[src/rtl/algo_nrnw_fwd_top_wrap_if.sv]
// Bus bundle for the N-read/M-write forwarding wrapper: user-side ports plus
// the physical t1 SRAM ports. The design takes the slave view.
interface algo_nrnw_fwd_top_wrap_if #(
  parameter int NUMRDPRT = 2,
  parameter int NUMWRPRT = 2,
  parameter int WIDTH    = 15,
  parameter int BITADDR  = 8,
  parameter int CNTWIDTH = 8
);
  logic                         flopout_en;
  logic [NUMRDPRT-1:0]          read;
  logic [NUMRDPRT*BITADDR-1:0]  rd_adr;
  logic [NUMRDPRT*WIDTH-1:0]    rd_dout;
  logic [NUMRDPRT-1:0]          rd_vld;
  logic [NUMWRPRT-1:0]          write;
  logic [NUMWRPRT*BITADDR-1:0]  wr_adr;
  logic [NUMWRPRT*WIDTH-1:0]    din;
  logic [NUMWRPRT*WIDTH-1:0]    bw;
  logic [NUMRDPRT-1:0]          t1_read;
  logic [NUMRDPRT*BITADDR-1:0]  t1_rd_adr;
  logic [NUMRDPRT*WIDTH-1:0]    t1_dout;
  logic [NUMWRPRT-1:0]          t1_write;
  logic [NUMWRPRT*BITADDR-1:0]  t1_wr_adr;
  logic [NUMWRPRT*WIDTH-1:0]    t1_din;
  logic [NUMWRPRT*WIDTH-1:0]    t1_bw;
  logic [CNTWIDTH-1:0]          coll_cnt;

  modport master (
    output flopout_en, read, rd_adr, write, wr_adr, din, bw, t1_dout,
    input  rd_dout, rd_vld, t1_read, t1_rd_adr, t1_write, t1_wr_adr, t1_din, t1_bw, coll_cnt
  );

  modport slave (
    input  flopout_en, read, rd_adr, write, wr_adr, din, bw, t1_dout,
    output rd_dout, rd_vld, t1_read, t1_rd_adr, t1_write, t1_wr_adr, t1_din, t1_bw, coll_cnt
  );
endinterface

[src/rtl/algo_nrnw_fwd_top_wrap.sv]
// N-read/M-write memory wrapper: per-bit write arbitration (highest port wins),
// same-cycle write-to-read forwarding over a read-first SRAM, gated output stages.
module algo_nrnw_fwd_top_wrap #(
  parameter int NUMRDPRT = 2,
  parameter int NUMWRPRT = 2,
  parameter int WIDTH    = 15,
  parameter int NUMADDR  = 256,
  parameter int BITADDR  = 8,
  parameter int T1_DELAY = 1,
  parameter int FLOPOUT  = 0,
  parameter int CNTWIDTH = 8
) (
  input logic                    clk,
  input logic                    rst,
  algo_nrnw_fwd_top_wrap_if.slave bus
);
  localparam int ADRW = (NUMADDR > 1) ? $clog2(NUMADDR) : 1;
  localparam int CMPW = (ADRW < BITADDR) ? ADRW : BITADDR;

  function automatic logic adr_eq(input logic [BITADDR-1:0] a, input logic [BITADDR-1:0] b);
    return a[CMPW-1:0] == b[CMPW-1:0];
  endfunction

  logic [NUMWRPRT*WIDTH-1:0] t1_bw_c;
  logic                      coll_c;
  logic [NUMRDPRT*WIDTH-1:0] mask_s0, fdat_s0;
  logic [NUMRDPRT-1:0]       rv_ret;
  logic [NUMRDPRT*WIDTH-1:0] mask_ret, fdat_ret, data_ret;
  logic [CNTWIDTH-1:0]       coll_q;

  assign bus.t1_read   = bus.read;
  assign bus.t1_rd_adr = bus.rd_adr;
  assign bus.t1_write  = bus.write;
  assign bus.t1_wr_adr = bus.wr_adr;
  assign bus.t1_din    = bus.din;
  assign bus.t1_bw     = t1_bw_c;
  assign bus.coll_cnt  = coll_q;

  always_comb begin
    t1_bw_c = '0;
    coll_c  = 1'b0;
    mask_s0 = '0;
    fdat_s0 = '0;
    for (int unsigned j = 0; j < NUMWRPRT; j++) begin
      t1_bw_c[j*WIDTH +: WIDTH] = bus.bw[j*WIDTH +: WIDTH];
      for (int unsigned k = j + 1; k < NUMWRPRT; k++) begin
        if (bus.write[k] && adr_eq(bus.wr_adr[k*BITADDR +: BITADDR], bus.wr_adr[j*BITADDR +: BITADDR])) begin
          t1_bw_c[j*WIDTH +: WIDTH] &= ~bus.bw[k*WIDTH +: WIDTH];
          if (bus.write[j] && |(bus.bw[j*WIDTH +: WIDTH] & bus.bw[k*WIDTH +: WIDTH]))
            coll_c = 1'b1;
        end
      end
    end
    // Arbitrated enables never overlap, so forwarded data can be OR-combined.
    for (int unsigned i = 0; i < NUMRDPRT; i++) begin
      for (int unsigned j = 0; j < NUMWRPRT; j++) begin
        if (bus.write[j] && adr_eq(bus.wr_adr[j*BITADDR +: BITADDR], bus.rd_adr[i*BITADDR +: BITADDR])) begin
          mask_s0[i*WIDTH +: WIDTH] |= t1_bw_c[j*WIDTH +: WIDTH];
          fdat_s0[i*WIDTH +: WIDTH] |= bus.din[j*WIDTH +: WIDTH] & t1_bw_c[j*WIDTH +: WIDTH];
        end
      end
    end
  end

  always_ff @(posedge clk or negedge rst) begin
    if (!rst)                          coll_q <= '0;
    else if (coll_c && (coll_q != '1)) coll_q <= coll_q + 1'b1;
  end

  generate
    if (T1_DELAY == 0) begin : g_nodly
      assign rv_ret   = bus.read & {NUMRDPRT{rst}};
      assign mask_ret = mask_s0;
      assign fdat_ret = fdat_s0;
    end else begin : g_dly
      logic [NUMRDPRT-1:0]       rv_q   [T1_DELAY];
      logic [NUMRDPRT*WIDTH-1:0] mask_q [T1_DELAY];
      logic [NUMRDPRT*WIDTH-1:0] fdat_q [T1_DELAY];
      always_ff @(posedge clk or negedge rst) begin
        if (!rst) begin
          for (int unsigned s = 0; s < T1_DELAY; s++) begin
            rv_q[s]   <= '0;
            mask_q[s] <= '0;
            fdat_q[s] <= '0;
          end
        end else begin
          rv_q[0]   <= bus.read;
          mask_q[0] <= mask_s0;
          fdat_q[0] <= fdat_s0;
          for (int unsigned s = 1; s < T1_DELAY; s++) begin
            rv_q[s]   <= rv_q[s-1];
            mask_q[s] <= mask_q[s-1];
            fdat_q[s] <= fdat_q[s-1];
          end
        end
      end
      assign rv_ret   = rv_q[T1_DELAY-1];
      assign mask_ret = mask_q[T1_DELAY-1];
      assign fdat_ret = fdat_q[T1_DELAY-1];
    end
  endgenerate

  assign data_ret = (bus.t1_dout & ~mask_ret) | (fdat_ret & mask_ret);

  generate
    if (FLOPOUT == 0) begin : g_noflop
      logic [NUMRDPRT*WIDTH-1:0] hold_q;
      always_ff @(posedge clk or negedge rst) begin
        if (!rst) hold_q <= '0;
        else
          for (int unsigned i = 0; i < NUMRDPRT; i++)
            if (rv_ret[i]) hold_q[i*WIDTH +: WIDTH] <= data_ret[i*WIDTH +: WIDTH];
      end
      always_comb begin
        bus.rd_dout = hold_q;
        for (int unsigned i = 0; i < NUMRDPRT; i++)
          if (rv_ret[i]) bus.rd_dout[i*WIDTH +: WIDTH] = data_ret[i*WIDTH +: WIDTH];
      end
      assign bus.rd_vld = rv_ret;
    end else begin : g_flop
      // One landing slot catches SRAM returns while the output stages are
      // stalled; a second return before the stages advance overwrites it.
      logic [NUMRDPRT-1:0]       land_v_q;
      logic [NUMRDPRT*WIDTH-1:0] land_d_q;
      logic [NUMRDPRT-1:0]       ov_q [FLOPOUT];
      logic [NUMRDPRT*WIDTH-1:0] od_q [FLOPOUT];
      always_ff @(posedge clk or negedge rst) begin
        if (!rst) begin
          land_v_q <= '0;
          land_d_q <= '0;
          for (int unsigned s = 0; s < FLOPOUT; s++) begin
            ov_q[s] <= '0;
            od_q[s] <= '0;
          end
        end else if (bus.flopout_en) begin
          land_v_q <= '0;
          for (int unsigned i = 0; i < NUMRDPRT; i++) begin
            ov_q[0][i] <= land_v_q[i] | rv_ret[i];
            if (land_v_q[i])    od_q[0][i*WIDTH +: WIDTH] <= land_d_q[i*WIDTH +: WIDTH];
            else if (rv_ret[i]) od_q[0][i*WIDTH +: WIDTH] <= data_ret[i*WIDTH +: WIDTH];
          end
          for (int unsigned s = 1; s < FLOPOUT; s++)
            for (int unsigned i = 0; i < NUMRDPRT; i++) begin
              ov_q[s][i] <= ov_q[s-1][i];
              if (ov_q[s-1][i]) od_q[s][i*WIDTH +: WIDTH] <= od_q[s-1][i*WIDTH +: WIDTH];
            end
        end else begin
          for (int unsigned i = 0; i < NUMRDPRT; i++)
            if (rv_ret[i]) begin
              land_v_q[i]                 <= 1'b1;
              land_d_q[i*WIDTH +: WIDTH]  <= data_ret[i*WIDTH +: WIDTH];
            end
        end
      end
      assign bus.rd_vld  = ov_q[FLOPOUT-1];
      assign bus.rd_dout = od_q[FLOPOUT-1];
    end
  endgenerate
endmodule

[src/flat_wrapper.sv]
// flat-port wrapper written by rule: the top's interface ports become plain ports
module algo_nrnw_fwd_top_wrap_flat 
#(
  parameter int NUMRDPRT = 2,
  parameter int NUMWRPRT = 2,
  parameter int WIDTH    = 15,
  parameter int NUMADDR  = 256,
  parameter int BITADDR  = 8,
  parameter int T1_DELAY = 1,
  parameter int FLOPOUT  = 0,
  parameter int CNTWIDTH = 8
)
  (clk, rst, bus_flopout_en, bus_read, bus_rd_adr, bus_write, bus_wr_adr, bus_din, bus_bw, bus_t1_dout, bus_rd_dout, bus_rd_vld, bus_t1_read, bus_t1_rd_adr, bus_t1_write, bus_t1_wr_adr, bus_t1_din, bus_t1_bw, bus_coll_cnt);
  algo_nrnw_fwd_top_wrap_if #(.NUMRDPRT(NUMRDPRT), .NUMWRPRT(NUMWRPRT), .WIDTH(WIDTH), .BITADDR(BITADDR), .CNTWIDTH(CNTWIDTH)) bus_i ();
  input logic clk;
  input logic rst;
  input wire logic [$bits(bus_i.flopout_en)-1:0] bus_flopout_en;
  input wire logic [$bits(bus_i.read)-1:0] bus_read;
  input wire logic [$bits(bus_i.rd_adr)-1:0] bus_rd_adr;
  input wire logic [$bits(bus_i.write)-1:0] bus_write;
  input wire logic [$bits(bus_i.wr_adr)-1:0] bus_wr_adr;
  input wire logic [$bits(bus_i.din)-1:0] bus_din;
  input wire logic [$bits(bus_i.bw)-1:0] bus_bw;
  input wire logic [$bits(bus_i.t1_dout)-1:0] bus_t1_dout;
  output wire logic [$bits(bus_i.rd_dout)-1:0] bus_rd_dout;
  output wire logic [$bits(bus_i.rd_vld)-1:0] bus_rd_vld;
  output wire logic [$bits(bus_i.t1_read)-1:0] bus_t1_read;
  output wire logic [$bits(bus_i.t1_rd_adr)-1:0] bus_t1_rd_adr;
  output wire logic [$bits(bus_i.t1_write)-1:0] bus_t1_write;
  output wire logic [$bits(bus_i.t1_wr_adr)-1:0] bus_t1_wr_adr;
  output wire logic [$bits(bus_i.t1_din)-1:0] bus_t1_din;
  output wire logic [$bits(bus_i.t1_bw)-1:0] bus_t1_bw;
  output wire logic [$bits(bus_i.coll_cnt)-1:0] bus_coll_cnt;
  assign bus_i.flopout_en = bus_flopout_en;
  assign bus_i.read = bus_read;
  assign bus_i.rd_adr = bus_rd_adr;
  assign bus_i.write = bus_write;
  assign bus_i.wr_adr = bus_wr_adr;
  assign bus_i.din = bus_din;
  assign bus_i.bw = bus_bw;
  assign bus_i.t1_dout = bus_t1_dout;
  assign bus_rd_dout = bus_i.rd_dout;
  assign bus_rd_vld = bus_i.rd_vld;
  assign bus_t1_read = bus_i.t1_read;
  assign bus_t1_rd_adr = bus_i.t1_rd_adr;
  assign bus_t1_write = bus_i.t1_write;
  assign bus_t1_wr_adr = bus_i.t1_wr_adr;
  assign bus_t1_din = bus_i.t1_din;
  assign bus_t1_bw = bus_i.t1_bw;
  assign bus_coll_cnt = bus_i.coll_cnt;
  algo_nrnw_fwd_top_wrap #(.NUMRDPRT(NUMRDPRT), .NUMWRPRT(NUMWRPRT), .WIDTH(WIDTH), .NUMADDR(NUMADDR), .BITADDR(BITADDR), .T1_DELAY(T1_DELAY), .FLOPOUT(FLOPOUT), .CNTWIDTH(CNTWIDTH)) u_core (.clk(clk), .rst(rst), .bus(bus_i));
endmodule
[config.mk]
export PLATFORM = sky130hd
export DESIGN_NAME = algo_nrnw_fwd_top_wrap_flat
export DESIGN_NICKNAME = d
export VERILOG_FILES = /design/src/rtl/algo_nrnw_fwd_top_wrap_if.sv /design/src/rtl/algo_nrnw_fwd_top_wrap.sv /design/src/flat_wrapper.sv
export SDC_FILE = /design/constraint.sdc
export NUM_CORES = 1
export LEC_CHECK = 0
export CAP_MARGIN = 5
export CORE_MARGIN = 2
export CORE_UTILIZATION = 40
export CTS_CLUSTER_SIZE = 14
export DETAILED_ROUTE_END_ITERATION = 10
export PLACE_DENSITY = 0.82
export SLEW_MARGIN = 30
export SYNTH_ARGS = -nofsm -noshare
export SYNTH_HDL_FRONTEND = slang
export SYNTH_SLANG_ARGS = --single-unit
[constraint.sdc]
create_clock -name clk -period 2.3 [get_ports clk]
set_clock_uncertainty 0.15 [all_clocks]
set_input_delay 0.46 -clock clk [delete_from_list [all_inputs] [get_ports clk]]
set_output_delay 0.46 -clock clk [all_outputs]
set_load 0.02 [all_outputs]
==> metrics.json <==
{
  "failing_checks": "setup timing",
  "cellPowerDensity_mw_per_mm2": 482,
  "sequentialPowerShare_pct": 40.0,
  "cap_viol_max_count": 0,
  "final-hold-violation-count": 0,
  "maxSlewHeadroom_pct": 64.7,
  "design.portCount": 265,
  "run_status": "complete, but fails checks",
  "maximum_number_of_pins_on_one_net_before_global_route_repair": 40,
  "clock_tree.buffer_depth": 2,
  "post_synthesis_compound_gate_area_fraction_pct": 15.0,
  "synth-edff-count": 0,
  "power_mw": 4.58,
  "fin_tns_setup_ns": -1.64,
  "fp.dieW_um": 125,
  "yosysWarnings": 0,
  "clock_tree_from_tritoncts": "built",
  "core_area_mm2": 0.0144,
  "gr-usage-met2_pct": 46.2,
  "floorplan.initialDensity_pct": 40.5,
  "async_flop_share_pct": 100,
  "worst_pin_slew_ns": 0.530,
  "simple_logic_cell_fraction_of_the_synthesized_area_pct": 15.2,
  "drt_pre_antenna_iters": 6,
  "global_route_met3_utilization_pct": 4.77,
  "synth-adder-area-share_pct": 0.215,
  "drt-initial-drc-count": 491,
  "r2r_slack_ns": 0.47,
  "switching_power_mw": 1.30,
  "design.die.area_mm2": 0.0155,
  "timing.critical_path.to_type": "output port",
  "max_clock_freq_ghz": 0.411,
  "y_dimension_of_the_die_um": 125,
  "setup_repair_after_global_routing_missed_its_margin": "yes",
  "antennaDiodeCount": 0,
  "detail_route.drc_violations": 0,
  "syn_inst": 575,
  "finalWeightedCongestion": 0.812,
  "final-max-slew-violation-count": 0,
  "top_usage_layer": "met2",
  "final_critical_path_setup_slack_ns": -0.133,
  "cts.root.buffer_cell": "clkbuf_16",
  "clockPowerShare_pct": 33.1,
  "largest_family_of_logic_cells_by_synthesized_area": "simple AND/OR/NAND/NOR gates",
  "row_count": 44,
  "critPathKind": "in2out",
  "synth_area_mm2": 0.00583,
  "p_leak_nw": 4.21,
  "route.detailed.vias_per_inst": 5.22,
  "critical_path.startpoint_type": "input port",
  "final_period_minus_worst_setup_slack_ns": 2.43,
  "postRouteAntennaNets": 0,
  "worstReg2RegStart": "u_core.bus.coll_cnt[0]",
  "postSynthAreaPerCell_um2": 10.1,
  "tritoncts.num_buffers": 9,
  "synth.lib_cells_used.distinct": 36,
  "worstRegToRegCells": 7,
  "num-fill-cells": 1104,
  "holdPathEnd": "u_core.bus.coll_cnt[7]",
  "wl_per_cell_um": 19.0,
  "grt_antenna_before_repair": 0,
  "power.combinational.fraction_pct": 26.9,
  "route.final.wire_length_um": 20300,
  "clkSlewWorstSetupHoldPaths_ns": 0.07,
  "sw_frac_of_total_pct": 28.5,
  "post-route-period-util_pct": 106,
  "grt_util_all_layers_pct": 25.4,
  "port_buffers": 263,
  "cell_internal_pwr_mw": 3.27,
  "hold_crit_start": "u_core.bus.coll_cnt[7]",
  "yosys_register_bits": 100,
  "setup_viol_count_final": 15,
  "timing.critical_path.slowest_cell_delay_ns": 0.31,
  "layout.nets": 1012,
  "critical_path.slowest_cell": "nor4_2",
  "cp.arrival_ns": 1.82,
  "cp_max_fo": 6,
  "clock_sinks": 100,
  "synth_seq_area_share_pct": 43.0,
  "timing.critical_path.max_delay_family": "simple AND/OR/NAND/NOR gates",
  "xor_and_xnor_area_share_after_synthesis_pct": 7.07,
  "area_growth_syn_to_layout_pct": 62.9,
  "post_dp_hpwl_um": 15700,
  "synth_mux_area_share_pct": 5.41,
  "ir_worst_vdd_mv": 0.319,
  "critical_path.reg2reg.endpoint": "u_core.bus.coll_cnt[5]",
  "cts.htree.levels": 3,
  "grt_pass1_wl_um": 30900,
  "synthesis.nets": 705,
  "clock_latency_ns": 0.34,
  "worst_hold_path.num_cells": 1,
  "grt_overflow": 0,
  "synth_top_flop_cell": "dfrtp_1",
  "vias": 5582,
  "worstPathBufferInverterCount": 3,
  "crit_path_cell_trace": "buf_8, xor2_2, nor4_2, and3_4, buf_12, and2_4, nor2b_1, buf_4",
  "worst_ep_required_time_ns": 1.69,
  "holdCritPathClass": "reg2reg",
  "layout-drive-gt1-share_pct": 28.4,
  "detailedPlace.worstSlack_ns": -0.923,
  "vias_in_the_first_global_route": 5766,
  "met1_track_demand_over_resource_pct": 30.5
}
==> Yosys cell counts, drive strengths merged (4+ instances only) <==
| cell type | number | area (µm²) |
|---|---|---|
| nor4 | 4 | 31.3 |
| nor2b | 7 | 43.8 |
| and3 | 5 | 36.3 |
| inv | 23 | 86.3 |
| xor2 | 28 | 245 |
| and2 | 18 | 138 |
| mux2i | 30 | 300 |
| o32ai | 30 | 413 |
| nand3 | 28 | 140 |
| o22ai | 22 | 138 |
| xnor2 | 19 | 166 |
| a22oi | 6 | 45.0 |
| nand4 | 22 | 138 |
| nor2 | 38 | 143 |
| dfrtp | 100 | 2500 |
| nand2 | 41 | 169 |
| buf | 95 | 703 |
| nor3 | 5 | 30.0 |
| a21oi | 30 | 150 |
| o31ai | 8 | 100 |
| clkbuf | 10 | 37.5 |
==> layout by cell type (no fill, tap or decap), types with 23 or more instances in the layout <==
| cell type | instances |
|---|---|
| nand2_1 | 39 |
| dlygate4sd2_1 | 43 |
| xor2_1 | 26 |
| nand3_1 | 27 |
| clkdlybuf4s50_1 | 176 |
| mux2i_1 | 30 |
| inv_1 | 23 |
| buf_4 | 130 |
| a21oi_1 | 30 |
| dfrtp_1 | 99 |
| nor2_1 | 31 |
==> power groups by stage <==
stage                     Sequential (mW)  Clock, mW  Combinational [mW]
final                                1.83       1.51                1.23
after CTS                            1.83       1.55                1.22
after global placement               1.86          0                1.25
after detailed placement             1.86          0                1.26
after global routing                 1.83       1.63                1.31
after floorplan                      1.86          0               0.517
==> kinds of logic (layout without fill, tap and decap cells) <==
group                    Yosys count  count (layout)
buffers and inverters            128             439
multiplexers                      31              31
adder cells (fa/ha/maj)            1               1
flip-flops                       100             100
AO/OA/AOI/OAI                     98              98
XOR/XNOR                          47              47
AND/OR/NAND/NOR                  170             170
==> through the flow <==
step	utilization (%)	instance area, µm²	std cells	hold WS, ns
after floorplan	-	5830	575	0.0144
after CTS	65.0	9340	1064	0.365
final	66.0	9490	1070	0.362
after global placement	63.0	9050	1042	0.316
after detailed placement	63.0	9050	1042	0.321
after global routing	66.0	9490	1070	0.397
==> final cells by class <==
class                   instances  area, µm²  area share [%]
clock buffers                   9        225            2.37
well taps                     184        230            2.43
clock inverters                 6       71.3           0.751
inverters                      23       86.3           0.910
flip-flops and latches        100       2500            26.4
multi-input cells             347       2590            27.3
repair buffers                401       3790            39.9
==> sequential cells by signal, summed over array words and instances (netlist names) <==
name	flops
u_core.fdat_ret	30
u_core.bus.coll_cnt	8
u_core.g_dly.mask_q	30
u_core.g_noflop.hold_q	30
u_core.bus.rd_vld	2
==> routing by layer <==
layer / wire, µm / share of wire [%]
met2: 10600 / 52
met5: 0 / 0
met3: 1360 / 6.7
met4: 389 / 1.9
met1: 7930 / 39
==> what timing repair did <==
action                     in CTS  in global routing
setup buffers                   5                  6
hold buffers                    1                  0
hold endpoints to repair       37                  0
resized for setup             181                 43
setup endpoints to repair     112                 37
cloned                          1                  0
pin swaps                      14                  6
==> worst max-delay path by stage <==
| stage | startpoint | cells past startpoint | slack (ns) | to |
|---|---|---|---|---|
| 6_report | bus_wr_adr[8] | 8 | -0.13 | bus_t1_bw[2] |
| 5_1_grt | bus_wr_adr[8] | 8 | -0.19 | bus_t1_bw[2] |
| 4_1_cts | bus_wr_adr[10] | 8 | -0.17 | bus_t1_bw[11] |
| 3_5_place_dp | bus_wr_adr[0] | 8 | -0.92 | bus_t1_bw[11] |
| 3_3_place_gp | bus_wr_adr[0] | 8 | -0.86 | bus_t1_bw[7] |
| 2_1_floorplan | bus_wr_adr[0] | 6 | 0.18 | bus_t1_bw[1] |
Note: power is estimated with default switching activity, not from simulation.
